`src/rtl/channel_pkg.sv`:
```
// Shared types and helpers for the channel replay engine.
package channel_pkg;

  localparam int unsigned SMPL_W         = 8;
  localparam int unsigned PAIRS_PER_WORD = 4;
  localparam int unsigned PAIR_IDX_W     = 2;
  localparam int unsigned DEC_W          = 4;

  typedef enum logic {
    IDLE  = 1'b0,
    SHIFT = 1'b1
  } replay_state_t;

  typedef struct packed {
    logic h;
    logic l;
  } ch_pair_t;

  // Pair idx of a packed sample word: odd bit -> CH_H, even bit -> CH_L.
  function automatic ch_pair_t pair_sel(input logic [SMPL_W-1:0] word,
                                        input logic [PAIR_IDX_W-1:0] idx);
    logic [1:0] bits;
    bits = word[{idx, 1'b0} +: 2];
    return ch_pair_t'(bits);
  endfunction

endpackage

```
`src/rtl/channel_replay_fifo.sv`:
```
// Small synchronous FIFO with show-ahead read data; full words refuse pushes.
module channel_replay_fifo #(
  parameter int unsigned DEPTH = 4,
  parameter int unsigned WIDTH = 8
) (
  input  logic                         clk,
  input  logic                         rst,
  input  logic                         push,
  input  logic [WIDTH-1:0]             din,
  input  logic                         pop,
  output logic [WIDTH-1:0]             dout,
  output logic                         full,
  output logic                         empty,
  output logic [$clog2(DEPTH+1)-1:0]   count
);

  localparam int unsigned AW = (DEPTH > 1) ? $clog2(DEPTH) : 1;
  localparam int unsigned CW = $clog2(DEPTH + 1);

  logic [WIDTH-1:0] mem [DEPTH];
  logic [AW-1:0]    wr_ptr;
  logic [AW-1:0]    rd_ptr;
  logic             do_push;
  logic             do_pop;

  assign full    = (count == CW'(DEPTH));
  assign empty   = (count == '0);
  assign do_push = push && !full;
  assign do_pop  = pop && !empty;
  assign dout    = mem[rd_ptr];

  always_ff @(posedge clk) begin
    if (do_push) begin
      mem[wr_ptr] <= din;
    end
  end

  // Pointers wrap naturally because DEPTH is a power of two.
  always_ff @(posedge clk or posedge rst) begin
    if (rst) begin
      wr_ptr <= '0;
      rd_ptr <= '0;
      count  <= '0;
    end else begin
      if (do_push) wr_ptr <= wr_ptr + AW'(1);
      if (do_pop)  rd_ptr <= rd_ptr + AW'(1);
      count <= count + CW'(do_push) - CW'(do_pop);
    end
  end

endmodule

```
`src/rtl/channel_replay.sv`:
```
// Replays buffered sample words onto CH_H/CH_L, one pair per 2^dec cycles.
// Define CHANNEL_REPLAY_HOLD_LAST_EN to hold the last pair instead of idle levels.
module channel_replay
  import channel_pkg::*;
#(
  parameter int unsigned DEPTH   = 4,
  parameter int unsigned DEC_MAX = 9,
  parameter logic        IDLE_H  = 1'b0,
  parameter logic        IDLE_L  = 1'b0
) (
  input  logic              clk,
  input  logic              rst,
  input  logic              en,
  input  logic [DEC_W-1:0]  decimator,
  input  logic [SMPL_W-1:0] smpl,
  input  logic              smpl_vld,
  output logic              smpl_rdy,
  output logic              CH_H,
  output logic              CH_L,
  output logic              busy,
  output logic              underrun
);

  localparam int unsigned HOLD_W = (DEC_MAX < 1) ? 1 : DEC_MAX;
  localparam int unsigned CNT_W  = $clog2(DEPTH + 1);

  replay_state_t         state;
  replay_state_t         state_nxt;
  logic [DEC_W-1:0]      dec_q;
  logic [DEC_W-1:0]      dec_nxt;
  logic [DEC_W-1:0]      dec_sat;
  logic [HOLD_W-1:0]     hold_cnt;
  logic [HOLD_W-1:0]     hold_nxt;
  logic [HOLD_W-1:0]     hold_max;
  logic [PAIR_IDX_W-1:0] pair_idx;
  logic [PAIR_IDX_W-1:0] idx_nxt;
  logic [SMPL_W-1:0]     word_q;
  logic [SMPL_W-1:0]     word_nxt;
  ch_pair_t              ch_nxt;
  ch_pair_t              idle_pair;
  logic                  underrun_nxt;

  logic [SMPL_W-1:0]     fifo_dout;
  logic                  fifo_full;
  logic                  fifo_empty;
  logic [CNT_W-1:0]      fifo_count;
  logic                  fifo_push;
  logic                  has_word;
  logic                  hold_done;
  logic                  last_pair;
  logic                  word_end;
  logic                  load;

  assign smpl_rdy  = (fifo_count != CNT_W'(DEPTH));
  assign fifo_push = smpl_vld && !fifo_full;
  assign has_word  = !fifo_empty;
  assign busy      = (state == SHIFT);
  assign idle_pair = ch_pair_t'({IDLE_H, IDLE_L});

  assign dec_sat   = ({28'd0, decimator} > DEC_MAX) ? DEC_W'(DEC_MAX) : decimator;
  assign hold_max  = HOLD_W'((32'd1 << dec_q) - 32'd1);
  assign hold_done = (hold_cnt == hold_max);
  assign last_pair = (pair_idx == PAIR_IDX_W'(PAIRS_PER_WORD - 1));
  assign word_end  = (state == SHIFT) && hold_done && last_pair;
  assign load      = en && has_word && ((state == IDLE) || word_end);

  channel_replay_fifo #(
    .DEPTH (DEPTH),
    .WIDTH (SMPL_W)
  ) u_fifo (
    .clk   (clk),
    .rst   (rst),
    .push  (fifo_push),
    .din   (smpl),
    .pop   (load),
    .dout  (fifo_dout),
    .full  (fifo_full),
    .empty (fifo_empty),
    .count (fifo_count)
  );

  always_ff @(posedge clk or posedge rst) begin
    if (rst) state <= IDLE;
    else     state <= state_nxt;
  end

  always_comb begin
    state_nxt = state;
    case (state)
      IDLE:    if (load) state_nxt = SHIFT;
      SHIFT:   if (word_end && !load) state_nxt = IDLE;
      default: state_nxt = IDLE;
    endcase
  end

  // Next values for the pair shifter and the registered outputs.
  always_comb begin
    ch_nxt       = ch_pair_t'({CH_H, CH_L});
    underrun_nxt = 1'b0;
    hold_nxt     = hold_cnt;
    idx_nxt      = pair_idx;
    dec_nxt      = dec_q;
    word_nxt     = word_q;
    if (load) begin
      word_nxt = fifo_dout;
      dec_nxt  = dec_sat;
      idx_nxt  = '0;
      hold_nxt = '0;
      ch_nxt   = pair_sel(fifo_dout, '0);
    end else if (state == SHIFT) begin
      if (hold_done) begin
        hold_nxt = '0;
        if (!last_pair) begin
          idx_nxt = pair_idx + PAIR_IDX_W'(1);
          ch_nxt  = pair_sel(word_q, pair_idx + PAIR_IDX_W'(1));
        end else begin
          idx_nxt      = '0;
          underrun_nxt = en;
`ifdef CHANNEL_REPLAY_HOLD_LAST_EN
          ch_nxt       = ch_pair_t'({CH_H, CH_L});
`else
          ch_nxt       = idle_pair;
`endif
        end
      end else begin
        hold_nxt = hold_cnt + HOLD_W'(1);
      end
    end
  end

  always_ff @(posedge clk or posedge rst) begin
    if (rst) begin
      CH_H     <= IDLE_H;
      CH_L     <= IDLE_L;
      underrun <= 1'b0;
      hold_cnt <= '0;
      pair_idx <= '0;
      dec_q    <= '0;
      word_q   <= '0;
    end else begin
      CH_H     <= ch_nxt.h;
      CH_L     <= ch_nxt.l;
      underrun <= underrun_nxt;
      hold_cnt <= hold_nxt;
      pair_idx <= idx_nxt;
      dec_q    <= dec_nxt;
      word_q   <= word_nxt;
    end
  end

endmodule

```
`config.mk`:
```
export PLATFORM = sky130hd
export DESIGN_NAME = channel_replay
export DESIGN_NICKNAME = d
export VERILOG_FILES = /design/src/rtl/channel_pkg.sv /design/src/rtl/channel_replay_fifo.sv /design/src/rtl/channel_replay.sv
export SDC_FILE = /design/constraint.sdc
export NUM_CORES = 1
export LEC_CHECK = 0
export CAP_MARGIN = 0
export CORE_ASPECT_RATIO = 0.6
export CORE_UTILIZATION = 50
export CTS_CLUSTER_SIZE = 30
export DETAILED_ROUTE_END_ITERATION = 10
export GPL_TIMING_DRIVEN = 0
export PLACE_DENSITY = 0.69
export SYNTH_ARGS = -nofsm -noshare
export SYNTH_HDL_FRONTEND = slang
export SYNTH_HIERARCHICAL = 1
export SYNTH_SLANG_ARGS = --single-unit
```
`constraint.sdc`:
```
create_clock -name clk -period 5.54 [get_ports clk]
set_input_delay 0.554 -clock clk [delete_from_list [all_inputs] [get_ports clk]]
set_output_delay 0.554 -clock clk [all_outputs]
set_load 0.01 [all_outputs]
```
==> After elaboration in Yosys (flattened, before gate mapping) <==
Memory sizes are Yosys's and may differ from the RTL's.
Index checks and enable logic that the tools add are counted.
{ "op_classes": {"n_addsub": 7, "order_cmp": 1, "n_eq_ne": 4, "shifts": 2, "muxes": 21, "bitwise": 1, "reduce_logical": 16} }
{ "op_table": {"columns": ["op", "count"], "rows": [
  ["two-way mux 9 bit", 3],
  ["two-way mux 2 bit", 8],
  ["adder 9 x 1 -> 9 bit, second input constant", 1],
  ["== test 9 bit", 1],
  ["left shift 1 x 4 -> 9 bit, first input constant", 1],
  ["subtractor 9 x 1 -> 9 bit, second input constant", 1],
  ["logical AND 1 bit", 8],
  ["two-way mux 1 bit", 8],
  ["variable part select 8 x 4 -> 2 bit", 1],
  ["adder 2 x 1 -> 2 bit, second input constant", 3],
  ["> comparator 4 bit, second input constant", 1],
  ["two-way mux 4 bit", 1],
  ["nonzero test 2 bit", 2],
  ["adder 3 x 1 -> 3 bit", 1],
  ["== test 3 bit, second input constant", 1],
  ["zero test 1 bit", 3],
  ["zero test 3 bit", 1],
  ["inequality test 3 bit, second input constant", 1],
  ["subtractor 3 x 1 -> 3 bit", 1],
  ["== test 2 bit, second input constant", 1],
  ["one-hot mux 1 bit (2 select lines)", 1],
  ["AND reduction 2 bit", 1],
  ["logical OR 1 bit", 1],
  ["NOT 1 bit", 1]
]} }
{ "word_totals": {"register_bits": 34, "mem_bits_rw": 32, "inputBits": 16, "n_memories": 1} }
{ "mem_list": {"columns": ["memory", "depth", "width", "rd", "rd_clocked_by_memory_dff", "write_ports", "line", "text"], "rows": [
  ["u_fifo.mem", 4, 8, 1, 0, 1, "channel_replay_fifo.sv:20", "logic [WIDTH-1:0] mem [DEPTH];"]
]} }

==> Logic depth before layout (Yosys ltp) <==
{ "depth": {"depth_word": 11, "depth_mapped": 22} }

==> Hierarchy <==
Netlist, hierarchy kept.
{ "by_module_without_submodules": {"columns": ["mod", "n_inst", "cells_per_inst", "area_each_um2", "seq_area_each_um2"], "rows": [
  ["channel_replay", 1, 177, 1750.4, 675.6],
  ["channel_replay_fifo", 1, 85, 1632.8, 1136.1]
]} }

==> Worst setup path before layout <==
Ideal clock, no wire load.
{ "synth_timing": {"kind": "register to register", "start": "register dec_q[3]", "end": "register u_fifo.count[2]", "setup_ps": 128, "arrival_time_ps": 3679, "t_required_ps": 5412, "setup_slack_ps": 1733, "stages_incl_launch_ff": 23, "path_buffers": 5, "synth_period_minus_slack_ps": 3807, "path_cell_list": "dfrtp_1 buf_2 clkbuf_1 nor2_1 nand2_1 ha_1 buf_2 xnor2_1 xnor2_1 a2111oi_4 o211ai_2 nor2_4 a21o_1 buf_4 buf_6 o31ai_2 inv_1 ha_1 inv_1 ha_1 fa_1 xor2_1 xnor2_1"} }
{ "synth_via": {"elab_chain_len": 9} }
{ "synth_rtl": {"columns": ["item", "line", "text"], "rows": [
  ["from (decl)", "channel_replay.sv:29", "logic [DEC_W-1:0] dec_q;"],
  ["from (signal assigned)", "channel_replay.sv:146", "dec_q <= dec_nxt;"],
  ["left shift 1 x 4 -> 9 bit", "channel_replay.sv:61", "assign hold_max = HOLD_W'((32'd1 << dec_q) - 32'd1);"],
  ["subtractor 9 x 1 -> 9 bit", "channel_replay.sv:61", null],
  ["== test 9 bit", "channel_replay.sv:62", "assign hold_done = (hold_cnt == hold_max);"],
  ["logical AND 1 bit (2 in a row)", "channel_replay.sv:64", "assign word_end = (state == SHIFT) && hold_done && last_pair;"],
  ["logical OR 1 bit", "channel_replay.sv:65", "assign load = en && has_word && ((state == IDLE) || word_end);"],
  ["logical AND 1 bit", "channel_replay.sv:65", null],
  ["via load", "channel_replay.sv:52", "logic load;"],
  ["logical AND 1 bit", "channel_replay_fifo.sv:29", "assign do_pop = pop && !empty;"],
  ["via u_fifo.do_pop", "channel_replay_fifo.sv:24", "logic do_pop;"],
  ["subtractor 3 x 1 -> 3 bit", "channel_replay_fifo.sv:47", "count <= count + CW'(do_push) - CW'(do_pop);"],
  ["to (signal assigned)", "channel_replay_fifo.sv:47", null],
  ["to (decl)", "channel_replay_fifo.sv:14", "output logic [$clog2(DEPTH+1)-1:0] count"]
]} }
The timed path passes the listed nets, and every way through them passes these cells.
A chain may end at the register's enable or synchronous reset.

==> Worst setup path in the final report <==
Same ends and word-level chain as after synthesis.

==> impl_metrics.ini <==
[grt]
antenna_found_initial = 0
grt_pass1_vias = 2203
grtUsageTotal_pct = 23.1
grt_overflow = 0
grt_pass1_wl_um = 11500
grt_max_degree = 28

[logic_synthesis]
netlist_area_um2 = 3380
yosysWarningCount = 6
synth_edf_count = 32
synth_top_flop_cell = dfrtp_1
syn_avg_cell_area_um2 = 12.9
async_reset_ff_share_pct = 51.5
yosys.area_share.adder_pct = 3.92
synth_xor_area_share_pct = 2.59
synth_mux_area_share_pct = 10.9
synth_top_family_by_area = simple AND/OR/NAND/NOR gates
synth_cells = 262
synth_nets = 288
synth_compound_area_share_pct = 10.2
ys_types = 48
synth-seq-cells = 66
synthSimpleGateAreaFrac_pct = 15.2
ys_seq_area_share_pct = 53.6

[clock_network]
cts_root_buffer = clkbuf_16
cts_tree = built
cts_setup_buffers = 0
ctsHoldBuffers = 0
h-tree-depth = 3
clk_path_buf_depth = 2
clk_pin_slew_ps = 50
cts_resized = 0
numCtsBuffers = 9
cts.sinks = 66
clk_latency_ps = 330

[critical_path]
cp-endpoint = u_fifo/count[2]
slowest_stage = fa_1
r2r_cells = 22
rrSetupSlack_ps = 1100
worstSetupStartpoint = dec_q[3]
reg2reg_from = dec_q[3]
worstSetupPathType = reg -> reg
cp-end-kind = flop
cp.required_ps = 5750
startpoint_type = flop
crit_fanout = 11
max_stage_delay_ps = 380
path_cells = buf_2, clkbuf_1, nor2_1, nand2_1, ha_1, buf_2, xnor2_1, xnor2_1, a2111oi_4, o211ai_2, nor2_4, a21o_1, buf_4, buf_6, o31ai_2, inv_1, ha_1, inv_1, ha_1, fa_1, xor2_1, xnor2_1
arrival_ps = 4650
worstReg2RegEnd = u_fifo/count[2]

[die]
fp-row-count = 22
pin_count = 21
dieArea_um2 = 7110
dieHeight_um = 65.7
fp.dieW_um = 108
fp.coreArea_um2 = 6330
start_util_pct = 53.4

[pwr]
ir_drop_uv = 286
leakagePower_nw = 1.58
powerDensity_nw_per_um2 = 487

[worst_hold_path]
hold_class = in -> async

[drt]
drt_pre_antenna_iters = 4
met2_length_um = 2960
drt-initial-drc-count = 173
drc = 0
drt-wirelength-per-cell_um = 18.4
met1_length_um = 3550
vias = 2240
via_per_inst = 5.86
dr_wl_met3_um = 462
drtAntennaViolNets = 0
route.top_layer_used = met4
drt-total-wl_um = 7040

[timing]
rsz0062_at_grt = false
min_period_ps = 4440
hold_violations = 0
fin_setup_tns_ps = 0
maxSlewViolCount = 0
skew_ps = 4.85
fmax_mhz = 225
finalSetupViolCount = 0
maxSlewHeadroom_pct = 28.2
tightest_slew_ps = 1080
fin_crit_sh_pct = 80.2

[place]
place.gp.congestion = 0.756
io_buffers = 20
dp.final_hpwl_um = 4910
placed_area_um2 = 3690
placedCellCount = 366

[cells_and_area]
antenna_cells = 0
final_area_um2 = 4020
fin_cells = 382
drive_gt1_share_pct = 18.1
syn2layout_area_growth_pct = 18.9
nNetsFinal = 319

[status]
outcome = finished clean

[flow_run]
max-cap-violations = 0
## cell usage after synthesis, types with 5 or more instances
library cell   n  area, µm²
dfrtp_1       34        851
edfxtp_1      32        961
nand2_1       15       56.3
nor3_1        13       65.1
mux2_2        11        124
mux4_2        10        225
nand3_1       10       50.1
ha_1           9        113
inv_1          9       33.8
o21ai_0        9       45.0
xnor2_1        9       78.8
nand2b_1       8       50.1
nor2_1         8       30.0
a21oi_1        6       30.0
clkbuf_1       6       22.5
nor2b_1        6       37.5
a21o_1         5       37.5
buf_2          5       25.0
## stage by stage
| stage | hold slack (ps) | power, mW | worst slack, ps | util (%) |
|---|---|---|---|---|
| detailed placement | 489 | 1.32 | 1210 | 58.3 |
| CTS | 486 | 1.97 | 1140 | 63.5 |
| finish | 486 | 1.96 | 1100 | 63.5 |
| global route | 530 | 2.07 | 821 | 63.5 |
| floorplan | 357 | 1.17 | 1730 | - |
| global placement | 483 | 1.30 | 1300 | 58.3 |
## sequential cells by signal (all words and copies together), names as in the netlist
name,flops
dec_q,4
pair_idx,2
u_fifo/wr_ptr,2
CH_H,1
u_fifo/mem,32
u_fifo/rd_ptr,2
word_q,8
u_fifo/count,3
CH_L,1
underrun,1
busy,1
hold_cnt,9
## report_power, final
part           internal (mW)  switching, mW
registers              0.644          0.107
logic                  0.277          0.296
clock network          0.436          0.199
## worst max-delay path: cells and delay by family (launching register included)
| kind | cells | cell delay, ps |
|---|---|---|
| AOI/OAI and AO/OA | 4 | 800 |
| xor gates and xnor gates | 4 | 580 |
| and+or+nand+nor | 3 | 420 |
| buffers and inverters | 7 | 1300 |
| DFF | 1 | 340 |
| adders and majority gates | 4 | 860 |
## cells in the final DEF (no fill, tap or decap), drive strengths merged, types with 2 or more instances in the layout
master	instances
a31o	2
nand2b	8
o211ai	5
clkdlybuf4s50	20
or3	2
a32o	4
a22o	4
and3	4
nand3b	2
mux2	11
mux4	10
nor2	9
dfrtp	34
a21o	5
o21ai	9
bufinv	3
xnor2	9
a21oi	6
and3b	4
buf	9
nor2b	6
o21a	3
nor3	13
inv	9
nand2	15
nor3b	3
nand3	10
nor4	2
a221o	2
nand4bb	2
clkinv	3
ha	9
clkbuf	16
edfxtp	32
mux2i	2
## cells by family (layout without fill, tap and decap cells)
kind of cell / Yosys count / count (layout)
mux: 23 / 23
buf+inv: 24 / 60
simple gates: 85 / 85
xor+xnor: 10 / 10
flops: 66 / 66
compound gates: 44 / 44
fa+ha+maj: 10 / 10
## how the worst min path moves through the flow
stage | end | cells after the start | from | slack, ps
global placement | pair_idx[1] | 1 | pair_idx[1] | 480
finish | u_fifo/count[1] | 2 | rst | 490
global route | u_fifo/wr_ptr[1] | 2 | rst | 530
floorplan | u_fifo/count[0] | 1 | rst | 360
detailed placement | pair_idx[1] | 1 | pair_idx[1] | 490
CTS | u_fifo/count[1] | 2 | rst | 490
## metal layers
layer / vias to the layer above / global-route usage, %
met2: 68 / 32.2
met4: 0 / 8.56
met5: - / 0
met1: 1115 / 33.7
met3: 8 / 6.85
li1: 1049 / -
## layout make-up
cell class | count | area, µm²
inverter | 9 | 33.8
clock inverter | 6 | 105
timing repair buffer | 20 | 200
clock buffer | 10 | 229
buffer | 15 | 88.8
tap | 84 | 105
fill | 497 | 2310
multi-input combinational | 172 | 1450
sequential | 66 | 1810
Note: power is estimated with default switching activity, not from simulation.
